File: src/rtl/if_fetch_pkg.sv
// Shared core package for the instruction-fetch stage.
// Provides the data width, the canonical NOP encoding, the default reset PC
// and the {instr, pc} entry carried from fetch to decode.
package if_fetch_pkg;

    localparam int XLEN = 32;
    localparam logic [XLEN-1:0] INSTR_NOP        = 32'h0000_0013;
    localparam logic [XLEN-1:0] RESET_PC_DEFAULT = 32'h0000_0000;

    typedef struct packed {
        logic [XLEN-1:0] instr;
        logic [XLEN-1:0] pc;
    } fetch_entry_t;

endpackage

File: src/rtl/fetch_fifo.sv
// Parameterised synchronous FIFO with show-ahead head output.
// Ports:
//   clk, rst     clock and asynchronous active-high reset
//   push, din    write an entry (accepted when not full, or when popping)
//   pop          remove the head entry (ignored when empty)
//   flush        discard all entries; takes priority over push/pop
//   dout         current head entry (undefined when empty)
//   empty, full  occupancy flags
//   count        number of stored entries, 0..DEPTH
module fetch_fifo #(
    parameter int WIDTH = 32,
    parameter int DEPTH = 2,
    localparam int AW = $clog2(DEPTH),
    localparam int CW = AW + 1
) (
    input  logic             clk,
    input  logic             rst,
    input  logic             push,
    input  logic [WIDTH-1:0] din,
    input  logic             pop,
    input  logic             flush,
    output logic [WIDTH-1:0] dout,
    output logic             empty,
    output logic             full,
    output logic [CW-1:0]    count
);

    logic [WIDTH-1:0] mem [DEPTH];
    logic [AW-1:0]    wr_ptr_reg;
    logic [AW-1:0]    rd_ptr_reg;
    logic [CW-1:0]    count_reg;
    logic             do_push;
    logic             do_pop;

    assign empty = (count_reg == '0);
    assign full  = (count_reg == CW'(DEPTH));
    assign count = count_reg;
    assign dout  = mem[rd_ptr_reg];

    assign do_pop  = pop && !empty;
    // A full FIFO can still take a push when the head leaves in the same cycle.
    assign do_push = push && (!full || do_pop);

    // Storage has no reset so it can map onto distributed/block RAM.
    always_ff @(posedge clk) begin
        if (do_push && !flush) begin
            mem[wr_ptr_reg] <= din;
        end
    end

    // DEPTH is a power of two, so the pointers wrap naturally.
    always_ff @(posedge clk or posedge rst) begin
        if (rst) begin
            wr_ptr_reg <= '0;
            rd_ptr_reg <= '0;
            count_reg  <= '0;
        end else if (flush) begin
            wr_ptr_reg <= '0;
            rd_ptr_reg <= '0;
            count_reg  <= '0;
        end else begin
            if (do_push) begin
                wr_ptr_reg <= wr_ptr_reg + 1'b1;
            end
            if (do_pop) begin
                rd_ptr_reg <= rd_ptr_reg + 1'b1;
            end
            count_reg <= count_reg + CW'(do_push) - CW'(do_pop);
        end
    end

endmodule

File: src/rtl/if_fetch.sv
// Instruction-fetch stage.
// Holds the PC, issues word-aligned requests to instruction memory with at
// most DEPTH requests in flight, buffers in-order responses and hands
// {instr, pc} pairs to decode. A redirect from execute reloads the PC,
// flushes the queue and marks every in-flight response as stale.
// Ports:
//   clk, rst                        clock, asynchronous active-high reset
//   imem_req_valid/ready/addr       fetch request channel
//   imem_rsp_valid/data             in-order response, no backpressure
//   redirect_valid/pc               taken branch/jump from execute
//   instr_valid/ready, instr,
//   instr_pc                        decode handshake and payload
module if_fetch
    import if_fetch_pkg::*;
#(
    parameter logic [XLEN-1:0] RESET_PC = RESET_PC_DEFAULT,
    parameter int              DEPTH    = 2
) (
    input  logic            clk,
    input  logic            rst,
    output logic            imem_req_valid,
    input  logic            imem_req_ready,
    output logic [XLEN-1:0] imem_req_addr,
    input  logic            imem_rsp_valid,
    input  logic [XLEN-1:0] imem_rsp_data,
    input  logic            redirect_valid,
    input  logic [XLEN-1:0] redirect_pc,
    output logic            instr_valid,
    input  logic            instr_ready,
    output logic [XLEN-1:0] instr,
    output logic [XLEN-1:0] instr_pc
);

    localparam int CW = $clog2(DEPTH) + 1;
    localparam int EW = $bits(fetch_entry_t);

    logic [XLEN-1:0] pc_reg;
    logic [XLEN-1:0] pc_next;
    logic [CW-1:0]   outstanding_reg;
    logic [CW-1:0]   outstanding_next;
    logic [CW-1:0]   discard_reg;
    logic [CW-1:0]   discard_next;

    logic            credit_ok;
    logic            req_fire;
    logic            rsp_fire;

    logic [XLEN-1:0] tag_head;
    logic            tag_empty;
    logic            tag_full;
    logic [CW-1:0]   tag_count;

    fetch_entry_t    q_in;
    logic [EW-1:0]   q_head_bits;
    fetch_entry_t    q_head;
    logic            q_push;
    logic            q_pop;
    logic            q_empty;
    logic            q_full;
    logic [CW-1:0]   q_count;

    // Every request reserves a queue slot up front, so the queue never
    // has to refuse a response.
    assign credit_ok      = ({1'b0, outstanding_reg} + {1'b0, q_count}) < (CW + 1)'(DEPTH);
    assign imem_req_valid = !rst && !redirect_valid && credit_ok && !tag_full;
    assign imem_req_addr  = pc_reg;
    assign req_fire       = imem_req_valid && imem_req_ready;
    // A response with no recorded tag cannot belong to this stage; ignore it.
    assign rsp_fire       = imem_rsp_valid && !tag_empty;

    assign q_in.instr = imem_rsp_data;
    assign q_in.pc    = tag_head;
    assign q_pop      = !q_empty && instr_ready;
    assign q_push     = rsp_fire && (discard_reg == '0) && !redirect_valid && (!q_full || q_pop);
    assign q_head     = fetch_entry_t'(q_head_bits);

    assign instr_valid = !q_empty;
    assign instr       = q_empty ? INSTR_NOP : q_head.instr;
    assign instr_pc    = q_empty ? '0 : q_head.pc;

    fetch_fifo #(
        .WIDTH (XLEN),
        .DEPTH (DEPTH)
    ) u_tag_fifo (
        .clk   (clk),
        .rst   (rst),
        .push  (req_fire),
        .din   (pc_reg),
        .pop   (rsp_fire),
        .flush (1'b0),
        .dout  (tag_head),
        .empty (tag_empty),
        .full  (tag_full),
        .count (tag_count)
    );

    fetch_fifo #(
        .WIDTH (EW),
        .DEPTH (DEPTH)
    ) u_instr_queue (
        .clk   (clk),
        .rst   (rst),
        .push  (q_push),
        .din   (q_in),
        .pop   (q_pop),
        .flush (redirect_valid),
        .dout  (q_head_bits),
        .empty (q_empty),
        .full  (q_full),
        .count (q_count)
    );

    always_comb begin
        pc_next          = pc_reg;
        outstanding_next = outstanding_reg + CW'(req_fire) - CW'(rsp_fire);
        discard_next     = discard_reg;

        if (redirect_valid) begin
            pc_next = redirect_pc & ~32'h3;
            // Every request still in flight after this cycle's response is
            // stale; the tag FIFO occupancy is exactly that in-flight count,
            // and it already includes any stale ones not yet returned.
            discard_next = tag_count - CW'(rsp_fire);
        end else begin
            if (req_fire) begin
                pc_next = pc_reg + 32'd4;
            end
            if (rsp_fire && (discard_reg != '0)) begin
                discard_next = discard_reg - 1'b1;
            end
        end
    end

    always_ff @(posedge clk or posedge rst) begin
        if (rst) begin
            pc_reg          <= RESET_PC;
            outstanding_reg <= '0;
            discard_reg     <= '0;
        end else begin
            pc_reg          <= pc_next;
            outstanding_reg <= outstanding_next;
            discard_reg     <= discard_next;
        end
    end

endmodule

File: config.mk
export PLATFORM = sky130hd
export DESIGN_NAME = if_fetch
export DESIGN_NICKNAME = d
export VERILOG_FILES = /design/src/rtl/if_fetch_pkg.sv /design/src/rtl/fetch_fifo.sv /design/src/rtl/if_fetch.sv
export SDC_FILE = /design/constraint.sdc
export NUM_CORES = 1
export LEC_CHECK = 0
export ABC_AREA = 0
export CORE_AREA = 4 4 137 139
export CTS_BUF_LIST = sky130_fd_sc_hd__clkbuf_8
export CTS_CLUSTER_SIZE = 28
export DETAILED_ROUTE_END_ITERATION = 6
export DIE_AREA = 0 0 141 143
export GPL_ROUTABILITY_DRIVEN = 0
export PLACE_DENSITY = 0.82
export SETUP_SLACK_MARGIN = 0.4
export SYNTH_ARGS = -nofsm -noshare
export SYNTH_HDL_FRONTEND = slang
export SYNTH_SLANG_ARGS = --single-unit
File: constraint.sdc
create_clock -name clk -period 5.95 [get_ports clk]
set_clock_uncertainty 0.05 [all_clocks]
set_input_delay 0.595 -clock clk [delete_from_list [all_inputs] [get_ports clk]]
set_output_delay 0.595 -clock clk [all_outputs]
set_load 0.01 [all_outputs]
# [Yosys cells after proc, flatten, opt, wreduce, memory -nomap -nowiden]
# Memories as Yosys holds them, arrays and structs flattened.
# Index checks and enable logic that the tools add are counted.
[totals] register_bits=44 latch_bits=0 mem_bits_rw=192 romBits=0 in_bits=70 output_inout_bits=98 word_cells=75 mem_count=2
[classes] addsub=14 multipliers=0 div=0 magnitude_cmp=1 n_eq_ne=2 shifts=0 n_mux=15 bitwise=0 reduce_logical=32
[mem_list] memory="u_instr_queue.mem" depth=2 word_bits=64 read_ports=1 rd_clocked_by_memory_dff=0 write_ports=1 line_no="fetch_fifo.sv:28" rtl="logic [WIDTH-1:0] mem [DEPTH];"
[mem_list] memory="u_tag_fifo.mem" depth=2 word_bits=32 read_ports=1 rd_clocked_by_memory_dff=0 write_ports=1 line_no="fetch_fifo.sv:28"
[op_table] cell="two-way mux 32 bit" count=4
[op_table] cell="adder 32 x 3 -> 32 bit, second input constant" count=1
[op_table] cell="logical AND 1 bit" count=15
[op_table] cell="nonzero test 2 bit" count=5
[op_table] cell="two-way mux 1 bit" count=8
[op_table] cell="subtractor 2 x 1 -> 2 bit" count=4
[op_table] cell="adder 2 x 1 -> 2 bit" count=3
[op_table] cell="logical NOT 1 bit" count=6
[op_table] cell="logical NOT 2 bit" count=3
[op_table] cell="two-way mux 2 bit" count=3
[op_table] cell="adder 1 bit, second input constant" count=4
[op_table] cell="== test 2 bit, second input constant" count=2
[op_table] cell="adder 2 x 2 -> 3 bit" count=1
[op_table] cell="logical OR 1 bit" count=3
[op_table] cell="less-than comparator 3 x 2 -> 1 bit, second input constant" count=1
[op_table] cell="subtractor 2 x 1 -> 2 bit, second input constant" count=1

# [Logic depth before layout (Yosys ltp)]
# Gate-level depths: netlist of run 1.
[depth] ltp_word=10 depth_mapped=12 ltp_nobuf=10

# [Cells and area by module]
# Synthesis of run 1 repeated with hierarchy kept, for this count alone.
[unflattened] hier_cells=689 hier_area_um2=10094.7
[modules_own_cells] mod="fetch_fifo (u_instr_queue)" n_inst=1 cells_per_inst=229 area_each_um2=4887.2 seq_area_each_um2=3943.8
[modules_own_cells] mod="if_fetch" n_inst=1 cells_per_inst=330 area_each_um2=2641.3 seq_area_each_um2=850.8
[modules_own_cells] mod="fetch_fifo (u_tag_fifo)" n_inst=1 cells_per_inst=130 area_each_um2=2566.2 seq_area_each_um2=2021.9

# [Least setup slack after synthesis of run 1]
# Ideal clock, no wire load.
[synth_timing] path_kind="input port to flip-flop" startpoint="in imem_rsp_valid" endpoint="mem u_instr_queue.mem[0][10] (netlist bit), enable pin" setup_ns=0.490 arrival_time_ns=4.024 slack_ns=1.386 path_stages=3 n_path_buf=0 cell_sequence="o21ai_1 > a2111oi_2 > nor2b_1"
[synth_between] elab_chain_cells=8
[synth_rtl] item="start: declaration" line_no="if_fetch.sv:24" rtl="input logic imem_rsp_valid,"
[synth_rtl] item="logical AND 1 bit" line_no="if_fetch.sv:69" rtl="assign rsp_fire = imem_rsp_valid && !tag_empty;"
[synth_rtl] item="logical AND 1 bit (3 in series)" line_no="if_fetch.sv:74" rtl="assign q_push = rsp_fire && (discard_reg == '0) && !redirect_valid && (!q_full || q_pop);"
[synth_rtl] item="logical AND 1 bit" line_no="fetch_fifo.sv:42" rtl="assign do_push = push && (!full || do_pop);"
[synth_rtl] item="logical AND 1 bit" line_no="fetch_fifo.sv:46" rtl="if (do_push && !flush) begin"
[synth_rtl] item="two-way mux 1 bit" line_no="fetch_fifo.sv:46"
[synth_rtl] item="two-way mux 1 bit (not written as such)" line_no="fetch_fifo.sv:47" rtl="mem[wr_ptr_reg] <= din;"
[synth_rtl] item="end: declaration" line_no="fetch_fifo.sv:28"
# Every way passes these cells.

# [Worst setup path in the final report of run 1]
[layout_timing] startpoint="reg u_instr_queue.count_reg[0], in the netlist u_instr_queue.count[0]" endpoint="mem u_tag_fifo.mem[0][19], enable pin"
[layout_between] elab_chain_cells=8
[layout_rtl] item="start: declaration" line_no="fetch_fifo.sv:31" rtl="logic [CW-1:0] count_reg;"
[layout_rtl] item="start signal: assignment" line_no="fetch_fifo.sv:68" rtl="count_reg <= count_reg + CW'(do_push) - CW'(do_pop);"
[layout_rtl] item="adder 2 x 2 -> 3 bit" line_no="if_fetch.sv:64" rtl="assign credit_ok = ({1'b0, outstanding_reg} + {1'b0, q_count}) < (CW + 1)'(DEPTH);"
[layout_rtl] item="less-than comparator 3 x 2 -> 1 bit" line_no="if_fetch.sv:64"
[layout_rtl] item="logical AND 1 bit (2 in series)" line_no="if_fetch.sv:65" rtl="assign imem_req_valid = !rst && !redirect_valid && credit_ok && !tag_full;"
[layout_rtl] item="logical AND 1 bit" line_no="if_fetch.sv:67" rtl="assign req_fire = imem_req_valid && imem_req_ready;"
[layout_rtl] item="logical AND 1 bit" line_no="fetch_fifo.sv:42"
[layout_rtl] item="two-way mux 1 bit" line_no="fetch_fifo.sv:46"
[layout_rtl] item="two-way mux 1 bit (not written as such)" line_no="fetch_fifo.sv:47"
[layout_rtl] item="end: declaration" line_no="fetch_fifo.sv:28"
# Every way passes these cells.

==> impl_results.md, run 1 <==
- Power Total: 0.00481 W
- Post-layout nets: 899
- Total Die Area: 20,200 um2
- Final period util: 0.644
- Lkg Pwr: 4.12 nW
- Max-Cap Viols: 0
- Fmax: 261 MHz
- #FFs+latches synth: 226
- Final setup TNS: 0 ns
- P per Cell Area: 407 nW/um2
- Worst vdd ir: 0.305 mV
- Synthesized area per cell: 14.5 um2
- Final setup fails: 0
- Max Fanout on Critical Path: 35
- CP bufs+invs: 2
- Total track usage: 0.189
- Worst path top cell family by delay: simple AND/OR/NAND/NOR gates
- Initial Utilization: 0.529
- Register area share after synthesis: 0.704
- Crit path time final: 3.83 ns
- Critical Path Source Type: flop
- CP max stage cell: and3_1
- Critical path class: reg2reg
- Core Area: 17,700 um2
- Number of global-route vias before repair: 5,988
- Outcome: finished clean
- Hold buffer count at CTS: 0
- Synth area leaders: edfxtp_1 (59%), dfrtp_1 (11%), mux2i_1 (6.9%), mux2_2 (3.6%), nor2_1 (3.5%)
- Core Util, Final: 0.669
- Initial DRC Count: 444
- Largest net degree at the start of global routing: 64
- Wire per inst: 17.8 um
- Worst-margin pin slew: 1.12 ns
- Port bufs: 161
- DP HPWL: 12.5 mm
- CP Capture Type: flop
- Hold crit path type: reg2reg
- Asr flop ratio synth: 0.186
- Synth top area share: 0.591
- Switching Fraction: 0.315
- Via count: 5,917
- First-pass GRT wire length: 30.5 mm
- Clock tree buffer depth: 3
- Post-Route WL: 19.1 mm
- Share of layout cells above drive strength 1: 0.119
- Ys flop type: edfxtp_1
- Endpoints failing hold: 0
- N_diodes: 0
- Antenna viol nets, final: 0
- Area growth, synth to finish: 26.3%
- Antenna violations before repair: 0
- DRT Pass-1 Iters: 5
- IO Pins: 168
- Int Pwr: 0.00329 W
- CTS tree: done
- Later-pin clock latency in the skew report: 0.53 ns
- Post-route DRC: 0
- Synth Warn #: 0
- Pins Over Slew Limit: 0
- Net Sw Power: 0.00152 W
- Synthesized instance count: 644
- Post-CTS Resized: 0
- Gr ovfl total: 0
- Post-synthesis cell type count: 48
- Vias/cell: 5.50
- Most flop-heavy register: u_instr_queue.mem
- Slew HR: 0.253
- Max reg flops: 124
- Mapped Area: 9340 um2
- Post CTS Setup Buffer Count: 0
- Clk root buf: clkbuf_8
- Sequential Power Share: 0.439
- RSZ-0062 raised after global routing: false
- Fillcell total: 1,230
- Number of flops mapped to enable cells by yosys: 184
- CP max stage delay: 0.72 ns
- CTS buffer count: 36
- Cell taking the most area after synthesis: edfxtp_1
- Required time of the critical path: 6.09 ns
- Logic pwr share: 0.320
- Arr. time, crit path: 3.97 ns
- Clk pwr share: 0.241
- Die H: 143 um
- Clk slew on worst S/H paths: 0.06 ns
- CP cell instances: and2_1 -> fa_1 -> nor4_1 -> and3_1 -> inv_2 -> nor2_2 -> buf_4
- Clock sinks: 226
- CTS H-tree depth: 2
- Row cnt: 49
- Die X: 141 um
[final timing paths]
path                                   startpoint                  endpoint  slack, ns  cells after the start
min reg2reg                 u_tag_fifo.rd_ptr_reg     u_tag_fifo.rd_ptr_reg       0.43                      1
min in group asynchronous                     rst  u_instr_queue.wr_ptr_reg       0.49                      3
max in group asynchronous                     rst  u_instr_queue.rd_ptr_reg       4.96                      3
max reg2reg                u_instr_queue.count[0]     u_tag_fifo.mem[0][19]       2.12                      7
max                        u_instr_queue.count[0]     u_tag_fifo.mem[0][19]       2.12                      7
min                         u_tag_fifo.rd_ptr_reg     u_tag_fifo.rd_ptr_reg       0.43                      1
[layout make-up]
cell class | count | area [um2] | share of cell area
inverters | 16 | 60.1 | 0.00509
flip-flops and latches | 226 | 6580 | 0.557
multi-input cells | 371 | 2580 | 0.218
well taps | 229 | 287 | 0.0243
repair buffers | 169 | 1670 | 0.142
clock buffers | 36 | 495 | 0.0420
clock inverters | 28 | 134 | 0.0113
[worst reg2reg max path: cells and delay by family (launching register included)]
| kind | cells | cell delay (ns) |
|---|---|---|
| adder cells (fa/ha/maj) | 1 | 0.44 |
| AND/OR/NAND/NOR | 4 | 1.70 |
| buffers and inverters | 2 | 0.86 |
| flip-flops | 1 | 0.44 |
[routing by layer]
metal | vias up | part of all wire | track usage | wire, um
li1 | 2745 | - | - | -
met1 | 2853 | 0.41 | 0.242 | 7830
met2 | 270 | 0.50 | 0.322 | 9490
met3 | 49 | 0.066 | 0.0388 | 1270
met4 | 0 | 0.028 | 0.0719 | 543
met5 | - | 0 | 0 | 0
[per-stage QoR]
step,cell area (um2),cells,worst slack [ns],hold WS [ns]
global placement,11200,1011,1.91,0.415
global route,11800,1075,1.89,0.449
detailed placement,11200,1011,1.84,0.418
finish,11800,1075,2.12,0.427
CTS,11800,1075,2.17,0.430
floorplan,9350,647,1.39,0.410
[cells in the final DEF, fill, tap and decap left out, types with 4 or more instances in the layout]
cell type and n:
a21oi_1 7, a31oi_1 6, a32oi_1 5, a41oi_1 4, and2_1 6, buf_4 8
clkbuf_8 36, clkdlybuf4s50_1 161, clkinv_2 7, conb_1 4, dfrtp_1 41, edfxtp_1 184
ha_1 8, inv_1 29, inv_6 4, mux2_2 30, mux2i_1 64, nand2_1 39
nand3_1 19, nand4_1 4, nor2_1 83, nor2b_1 4, nor3_1 5, o211ai_1 5
o21ai_1 23, o311ai_1 5, xnor2_1 11
[synthesized netlist by cell type (all sizes together), types with 2 or more instances]
master / count
mux2: 30
o211ai: 5
or3: 2
a31oi: 6
nand3b: 3
nor4: 4
a22oi: 3
xnor2: 11
edfxtp: 184
nand3: 21
nor3: 6
and2: 8
nand4: 5
mux2i: 64
o311ai: 6
ha: 8
o21ai: 26
a21oi: 7
a41oi: 4
nor2b: 5
nand2: 39
nor2: 86
buf: 20
xor2: 3
a32oi: 5
clkbuf: 14
inv: 16
and3: 3
dfrtp: 42
[power groups by stage]
stage / combinational [W] / sequential (W) / clock [W]
2_1_floorplan: 0.000897 / 0.00203 / 0
3_3_place_gp: 0.00151 / 0.00213 / 0
3_5_place_dp: 0.00156 / 0.00214 / 0
4_1_cts: 0.00157 / 0.00211 / 0.00119
5_1_grt: 0.00167 / 0.00213 / 0.00127
6_report: 0.00154 / 0.00211 / 0.00116
[cells by family after synthesis]
logic type	share of synthesized area
AO/OA/AOI/OAI	0.0477
XOR/XNOR	0.0131
adder cells (fa/ha/maj)	0.0129
buffers and inverters	0.0238
flip-flops	0.704
multiplexers	0.105
other	0.000401
AND/OR/NAND/NOR	0.0935
Power figures use the tool's default switching activity.
==> inputs of run 2 (changes only) <==
--- a/config.mk
+++ b/config.mk
@@ -6,13 +6,13 @@
 export NUM_CORES = 1
 export LEC_CHECK = 0
 export ABC_AREA = 0
-export CORE_AREA = 4 4 137 139
+export CORE_AREA = 4 4 144 146
 export CTS_BUF_LIST = sky130_fd_sc_hd__clkbuf_8
 export CTS_CLUSTER_SIZE = 28
 export DETAILED_ROUTE_END_ITERATION = 6
-export DIE_AREA = 0 0 141 143
+export DIE_AREA = 0 0 148 150
 export GPL_ROUTABILITY_DRIVEN = 0
-export PLACE_DENSITY = 0.82
+export PLACE_DENSITY = 0.78
 export SETUP_SLACK_MARGIN = 0.4
 export SYNTH_ARGS = -nofsm -noshare
 export SYNTH_HDL_FRONTEND = slang
==> constraint.sdc (replaced) <==
create_clock -name clk -period 3.1 [get_ports clk]
set_clock_uncertainty 0.05 [all_clocks]
set_input_delay 0.31 -clock clk [delete_from_list [all_inputs] [get_ports clk]]
set_output_delay 0.31 -clock clk [all_outputs]
set_load 0.01 [all_outputs]
==> run 2 against run 1 <==
Die area up 10%. Largest power group unchanged. Sequential share of layout area down 1.3 points. Sequential power up 86%. Register-to-register slack worse by 1.6 ns. Worst hold slack worse by 0.17 ns. Routed wire length up 6.8%. Critical endpoint is now outstanding_reg[1].
==> impl_results.md, run 2 (same netlist as run 1, synthesis figures left out) <==
- Outcome: finished clean (unchanged)
- Post-layout nets: 915 (was 899)
- Endpoints failing hold: 0 (unchanged)
- Required time of the critical path: 3.43 ns (was 6.09 ns)
- Total track usage: 0.183 (was 0.189)
- Arr. time, crit path: 2.89 ns (was 3.97 ns)
- Multi-input logic area: 2600 um2 (was 2580 um2)
- Critical Path Source Type: flop (unchanged)
- Most flop-heavy register: u_instr_queue.mem (unchanged)
- Antenna violations before repair: 0 (unchanged)
- RSZ-0062 raised after global routing: false (unchanged)
- Setup ws final: 0.540 ns (was 2.12 ns)
- CTS H-tree depth: 2 (unchanged)
- CP Capture Type: flop (unchanged)
- Reg area: 6580 um2 (unchanged)
- Slack of the worst reg-to-reg path: 0.54 ns (was 2.12 ns)
- Crit path time final: 2.56 ns (was 3.83 ns)
- IO Pins: 168 (unchanged)
- CP startpoint: u_instr_queue.count[0] (unchanged)
- Logic pwr share: 0.341 (was 0.320)
- Sequential Power Share: 0.415 (was 0.439)
- Commonest cells after routing, fill and taps aside: edfxtp_1 (184), clkdlybuf4s50_1 (159), nor2_1 (84) (was edfxtp_1 (184), clkdlybuf4s50_1 (161), nor2_1 (83))
- Setup WS pre-CTS: 0.305 ns (was 1.84 ns)
- Initial Utilization: 0.482 (was 0.529)
- Int Pwr: 0.00652 W (was 0.00329 W)
- Net Sw Power: 0.00294 W (was 0.00152 W)
- Final non-filler cell area: 12,100 um2 (was 11,800 um2)
- N_diodes: 0 (unchanged)
- Placed cells: 1,060 (was 1,011)
- Largest net degree at the start of global routing: 60 (was 64)
- DRT Pass-1 Iters: 4 (was 5)
- Min Hold Slack: 0.256 ns (was 0.427 ns)
- Commonest non-fill, non-tap cell in the layout: edfxtp_1 (unchanged)
- Clock sinks: 226 (unchanged)
- Die H: 150 um (was 143 um)
- Lkg Pwr: 4.23 nW (was 4.12 nW)
- Final setup fails: 0 (unchanged)
- Port bufs: 161 (unchanged)
- Initial DRC Count: 339 (was 444)
- Wire per inst: 18.1 um (was 17.8 um)
- Clock tree buffer depth: 3 (unchanged)
- DP HPWL: 13.2 mm (was 12.5 mm)
- Slew HR: 0.504 (was 0.253)
- P per Cell Area: 784 nW/um2 (was 407 nW/um2)
- CP bufs+invs: 2 (unchanged)
- Pins Over Slew Limit: 0 (unchanged)
- Max Fanout on Critical Path: 10 (was 35)
- Fmax: 391 MHz (was 261 MHz)
- Clk root buf: clkbuf_8 (unchanged)
- Via count: 5,943 (was 5,917)
- CTS buffer count: 37 (was 36)
- Total Die Area: 22,200 um2 (was 20,200 um2)
- Post-route DRC: 0 (unchanged)
- Final setup TNS: 0 ns (unchanged)
- Worst vdd ir: 0.508 mV (was 0.305 mV)
- CP cell instances: and2_1 -> fa_1 -> nor4_2 -> and3_4 -> inv_4 -> ha_1 -> inv_1 -> ha_1 -> xnor2_2 -> xnor2_1 (was and2_1 -> fa_1 -> nor4_1 -> and3_1 -> inv_2 -> nor2_2 -> buf_4)
- R2r startpoint: u_instr_queue.count[0] (unchanged)
- Die X: 148 um (was 141 um)
- Max-Cap Viols: 0 (unchanged)
- Max reg flops: 124 (unchanged)
- Share of layout cells above drive strength 1: 0.136 (was 0.119)
- Most frequent cell on the critical path: ha_1
- Clk pwr share: 0.244 (was 0.241)
- Post-Route WL: 20.4 mm (was 19.1 mm)
- Row cnt: 51 (was 49)
- Placed inst area: 11,400 um2 (was 11,200 um2)
- Core Area: 19,400 um2 (was 17,700 um2)
- Area growth, synth to finish: 29.2% (was 26.3%)
- Hold buffer count at CTS: 0 (unchanged)
- Gr ovfl total: 0 (unchanged)
- Non-filler instance count after layout: 1,127 (was 1,075)
- Final period util: 0.826 (was 0.644)
- Fillcell total: 1,477 (was 1,230)
- Number of global-route vias before repair: 6,105 (was 5,988)
- First-pass GRT wire length: 32.1 mm (was 30.5 mm)
- Clk slew on worst S/H paths: 0.06 ns (about the same)
- Worst reg2reg path depth: 10 (was 7)
- Switching Fraction: 0.311 (was 0.315)
- Hold crit path type: in2async (was reg2reg)
- CTS tree: done (unchanged)
- Later-pin clock latency in the skew report: 0.52 ns (was 0.53 ns)
- Critical path class: reg2reg (unchanged)
- Worst path top cell family by delay: adder cells (was simple AND/OR/NAND/NOR gates)
- Vias/cell: 5.27 (was 5.50)
- Reg-to-Reg End: outstanding_reg[1] (was u_tag_fifo.mem[0][19])
- CP max stage delay: 0.45 ns (was 0.72 ns)
- CP max stage cell: fa_1 (was and3_1)
- Antenna viol nets, final: 0 (unchanged)
- Worst-margin pin slew: 0.741 ns (was 1.12 ns)
## run 2: final cells by class
cell class,instances,share of cell area
Inverter,16,0.00518
Timing Repair Buffer,184,0.152
Multi-Input combinational cell,371,0.215
Tap cell,265,0.0275
Clock inverter,27,0.0115
Clock buffer,38,0.0433
Sequential cell,226,0.545
## run 2: worst min-delay path, cell delays in order
cell and delay, ns:
clkdlybuf4s50_1 0.44, inv_1 0.06, buf_4 0.46
## run 2: per-layer routing
metal  GRT usage  up-vias  share of wire
li1            -     2775              -
met4      0.0614        0          0.022
met3      0.0439       41          0.063
met2       0.316      210           0.50
met1       0.229     2917           0.41
met5           0        -              0
## run 2: worst max-delay path by stage
| stage | cells past startpoint | end |
|---|---|---|
| after floorplan | 8 | u_tag_fifo.mem[0][10] |
| after global placement | 10 | outstanding_reg[1] |
| after detailed placement | 10 | outstanding_reg[1] |
| after CTS | 10 | outstanding_reg[1] |
| after global routing | 10 | outstanding_reg[1] |
| final | 10 | outstanding_reg[1] |
## run 2: repair_timing
action,4_1_cts,5_1_grt
gates cloned,0,0
pin swaps,0,2
resized for setup,4,4
buffers inserted,2,0
setup endpoints to repair,45,1
## run 2: power groups by stage
stage               logic (W)  registers (W)  clock network [W]
finish                0.00323        0.00392            0.00231
global placement      0.00304        0.00403                  0
floorplan             0.00173        0.00390                  0
detailed placement    0.00310        0.00405                  0
CTS                   0.00326        0.00393            0.00238
global route          0.00350        0.00396            0.00252
## run 2: stage by stage
stage	total power, W	util
2_1_floorplan	0.00562	-
3_3_place_gp	0.00707	0.585
3_5_place_dp	0.00715	0.585
4_1_cts	0.00957	0.622
5_1_grt	0.00997	0.622
6_report	0.00946	0.622
==> inputs of run 3 (changes only) <==
--- a/config.mk
+++ b/config.mk
@@ -6,13 +6,13 @@
 export NUM_CORES = 1
 export LEC_CHECK = 0
 export ABC_AREA = 0
-export CORE_AREA = 4 4 144 146
+export CORE_AREA = 4 4 137 139
 export CTS_BUF_LIST = sky130_fd_sc_hd__clkbuf_8
 export CTS_CLUSTER_SIZE = 28
 export DETAILED_ROUTE_END_ITERATION = 6
-export DIE_AREA = 0 0 148 150
+export DIE_AREA = 0 0 141 143
 export GPL_ROUTABILITY_DRIVEN = 0
-export PLACE_DENSITY = 0.78
+export PLACE_DENSITY = 0.82
 export SETUP_SLACK_MARGIN = 0.4
 export SYNTH_ARGS = -nofsm -noshare
 export SYNTH_HDL_FRONTEND = slang
==> constraint.sdc (replaced) <==
create_clock -name clk -period 2.4 [get_ports clk]
set_clock_uncertainty 0.05 [all_clocks]
set_input_delay 0.24 -clock clk [delete_from_list [all_inputs] [get_ports clk]]
set_output_delay 0.24 -clock clk [all_outputs]
set_load 0.01 [all_outputs]
==> run 3 against run 2 <==
The run now ends with negative setup slack left. Die area fell by 9.2%. Power rose by 59%. Clock power rose by 36%. Non-clock buffer count rose by 86. Sequential power rose by 29%. Core utilization rose by 14 points. Global-route usage rose by 4.3 points. Critical path depth fell by 3. Via count rose by 11%. Largest power group is now combinational cells. Setup slack got worse by 0.55 ns. Flip-flop and latch count did not move.
==> impl_results.md, run 3 (same netlist as run 1, synthesis figures left out) <==
- Outcome: finished with violations (was finished clean)
- Failing checks: negative setup slack
- Largest net degree at the start of global routing: 50 (was 60)
- Critical path class: reg2reg (unchanged)
- Commonest cells after routing, fill and taps aside: edfxtp_1 (184), clkdlybuf4s50_1 (96), nor2_1 (69) (was edfxtp_1 (184), clkdlybuf4s50_1 (159), nor2_1 (84))
- First-pass GRT wire length: 35.3 mm (was 32.1 mm)
- Slew HR: 0.475 (was 0.504)
- Most flop-heavy register: u_instr_queue.mem (unchanged)
- CP bufs+invs: 1 (was 2)
- DP HPWL: 13.3 mm (was 13.2 mm)
- Worst reg2reg path depth: 7 (was 10)
- Gr ovfl total: 0 (unchanged)
- CTS buffer count: 36 (was 37)
- P per Cell Area: 1110 nW/um2 (was 784 nW/um2)
- CTS tree: done (unchanged)
- CP max stage cell: dfrtp_1 (was fa_1)
- RSZ-0062 raised after global routing: true (was false)
- Wire per inst: 21.6 um (was 18.1 um)
- Port bufs: 161 (unchanged)
- Die X: 141 um (was 148 um)
- Arr. time, crit path: 2.76 ns (was 2.89 ns)
- N_diodes: 0 (unchanged)
- Worst vdd ir: 0.773 mV (was 0.508 mV)
- Area growth, synth to finish: 44.6% (was 29.2%)
- Setup ws final: -0.0132 ns (was 0.540 ns)
- Post-layout nets: 1,000 (was 915)
- Required time of the critical path: 2.75 ns (was 3.43 ns)
- Worst-margin pin slew: 0.781 ns (was 0.741 ns)
- Antenna violations before repair: 0 (unchanged)
- Post-Route WL: 25.4 mm (was 20.4 mm)
- Logic pwr share: 0.452 (was 0.341)
- Power Total: 0.0150 W (was 0.00946 W)
- Net Sw Power: 0.00483 W (was 0.00294 W)
- Total Die Area: 20,200 um2 (was 22,200 um2)
- CTS H-tree depth: 2 (unchanged)
- Hold crit path type: in2reg (was in2async)
- Number of global-route vias before repair: 6,650 (was 6,105)
- Crit path time final: 2.41 ns (was 2.56 ns)
- Total track usage: 0.226 (was 0.183)
- CP Capture Type: flop (unchanged)
- Worst path top cell family by delay: simple AND/OR/NAND/NOR gates (was adder cells)
- CP cell instances: ha_1 -> nand3_2 -> nor4_4 -> buf_4 -> a31oi_1 -> o21ai_1 -> nand2_1 (was and2_1 -> fa_1 -> nor4_2 -> and3_4 -> inv_4 -> ha_1 -> inv_1 -> ha_1 -> xnor2_2 -> xnor2_1)
- Int Pwr: 0.0102 W (was 0.00652 W)
- Via count: 6,582 (was 5,943)
- Clk pwr share: 0.210 (was 0.244)
- Final setup fails: 2 (was 0)
- Critical Path Source Type: flop (unchanged)
- Reg-to-Reg End: imem_req_addr[28] (was outstanding_reg[1])
- DRT Pass-1 Iters: 5 (was 4)
- Die H: 143 um (was 150 um)
- Pins Over Slew Limit: 0 (unchanged)
- Fmax: 414 MHz (was 391 MHz)
- Initial DRC Count: 417 (was 339)
- Fillcell total: 1,009 (was 1,477)
- Clk root buf: clkbuf_8 (unchanged)
- R2r startpoint: imem_req_addr[2] (was u_instr_queue.count[0])
- Switching Fraction: 0.322 (was 0.311)
- Vias/cell: 5.59 (was 5.27)
- Later-pin clock latency in the skew report: 0.52 ns (about the same)
- Post-route DRC: 0 (unchanged)
- Max Fanout on Critical Path: 8 (was 10)
- Clock tree buffer depth: 3 (unchanged)
- Sequential Power Share: 0.338 (was 0.415)
- Clock sinks: 226 (unchanged)
- Row cnt: 49 (was 51)
- Core Area: 17,700 um2 (was 19,400 um2)
- CP startpoint: imem_req_addr[2] (was u_instr_queue.count[0])
- Max reg flops: 124 (unchanged)
- Antenna viol nets, final: 0 (unchanged)
- Endpoints failing hold: 0 (unchanged)
- Commonest non-fill, non-tap cell in the layout: edfxtp_1 (unchanged)
- IO Pins: 168 (unchanged)
- Slack of the worst reg-to-reg path: -0.01 ns (was 0.54 ns)
- Max-Cap Viols: 0 (unchanged)
- Lkg Pwr: 5.03 nW (was 4.23 nW)
- Setup crit end: imem_req_addr[28] (was outstanding_reg[1])
- Crit path depth: 7 (was 10)
- Share of layout cells above drive strength 1: 0.376 (was 0.136)
- Initial Utilization: 0.529 (was 0.482)
- CP max stage delay: 0.53 ns (was 0.45 ns)
- Setup WS pre-CTS: -0.154 ns (was 0.305 ns)
- Final period util: 1.01 (was 0.826)
- Clk slew on worst S/H paths: 0.07 ns (was 0.06 ns)
[run 3: changes by cell type in the layout (fill, tap and decap cells not counted), moves of 10 or more]
cell,delta
inv_1,-14
nor2_2,+10
buf_12,+15
o21ai_2,+14
clkdlybuf4s50_1,-63
buf_2,+53
nor2_1,-15
buf_4,+25
buf_6,+30
o21ai_1,-13
[run 3: how the worst min path moves through the flow]
stage,from,end,slack [ns],cells past startpoint
2_1_floorplan,imem_rsp_data[0],u_instr_queue.mem[0][32],0.29,0
3_5_place_dp,rst,u_instr_queue.count[1],0.48,2
5_1_grt,redirect_pc[10],imem_req_addr[10],0.19,3
3_3_place_gp,rst,u_instr_queue.count[0],0.47,2
6_report,redirect_pc[10],imem_req_addr[10],0.21,3
4_1_cts,redirect_pc[7],imem_req_addr[7],0.18,3
[run 3: final cells by class]
class                      count  area, um2  share of cell area
multi-input combinational    371       3060               0.226
timing repair buffer         270       2810               0.208
sequential                   226       6590               0.488
clock buffer                  38        523              0.0387
clock inverter                27        174              0.0129
tap                          229        287              0.0212
inverter                      16       66.3             0.00491
[run 3: timing repair]
action,CTS,global route
resized for setup,297,119
pin swaps,30,34
hold buffers,1,0
gates cloned,10,7
buffers inserted,33,26
endpoints found under the setup margin,208,288
endpoints found under the hold margin,5,0
[run 3: per-layer routing]
metal	vias up	part of all wire	wire length, um	global-route usage
met5	-	0	0	0
met4	0	0.029	732	0.0632
met3	63	0.068	1730	0.0422
met2	336	0.52	13200	0.399
met1	3240	0.39	9800	0.288
li1	2943	-	-	-
[run 3: power by group through the flow]
stage / combinational, W / clock [W] / sequential, W
detailed placement: 0.00429 / 0 / 0.00513
floorplan: 0.00225 / 0 / 0.00504
global placement: 0.00417 / 0 / 0.00509
global route: 0.00721 / 0.00342 / 0.00510
finish: 0.00679 / 0.00315 / 0.00507
CTS: 0.00605 / 0.00320 / 0.00503
[run 3: worst reg2reg max path, stage by stage, from the launching register on]
cell     delay (ns)
dfrtp_1        0.53
ha_1           0.31
nand3_2        0.24
nor4_4         0.48
buf_4          0.26
a31oi_1        0.10
o21ai_1        0.24
nand2_1        0.09
[run 3: per-stage QoR]
step	utilization	hold slack, ns	instances	setup TNS, ns	area [um2]
after floorplan	-	0.289	647	-17.80	9410
after global placement	0.652	0.469	1035	-1.64	11500
after detailed placement	0.652	0.481	1035	-3.51	11500
after CTS	0.727	0.183	1144	0	12800
after global routing	0.765	0.190	1177	-0.442	13500
final	0.765	0.207	1177	-0.0214	13500
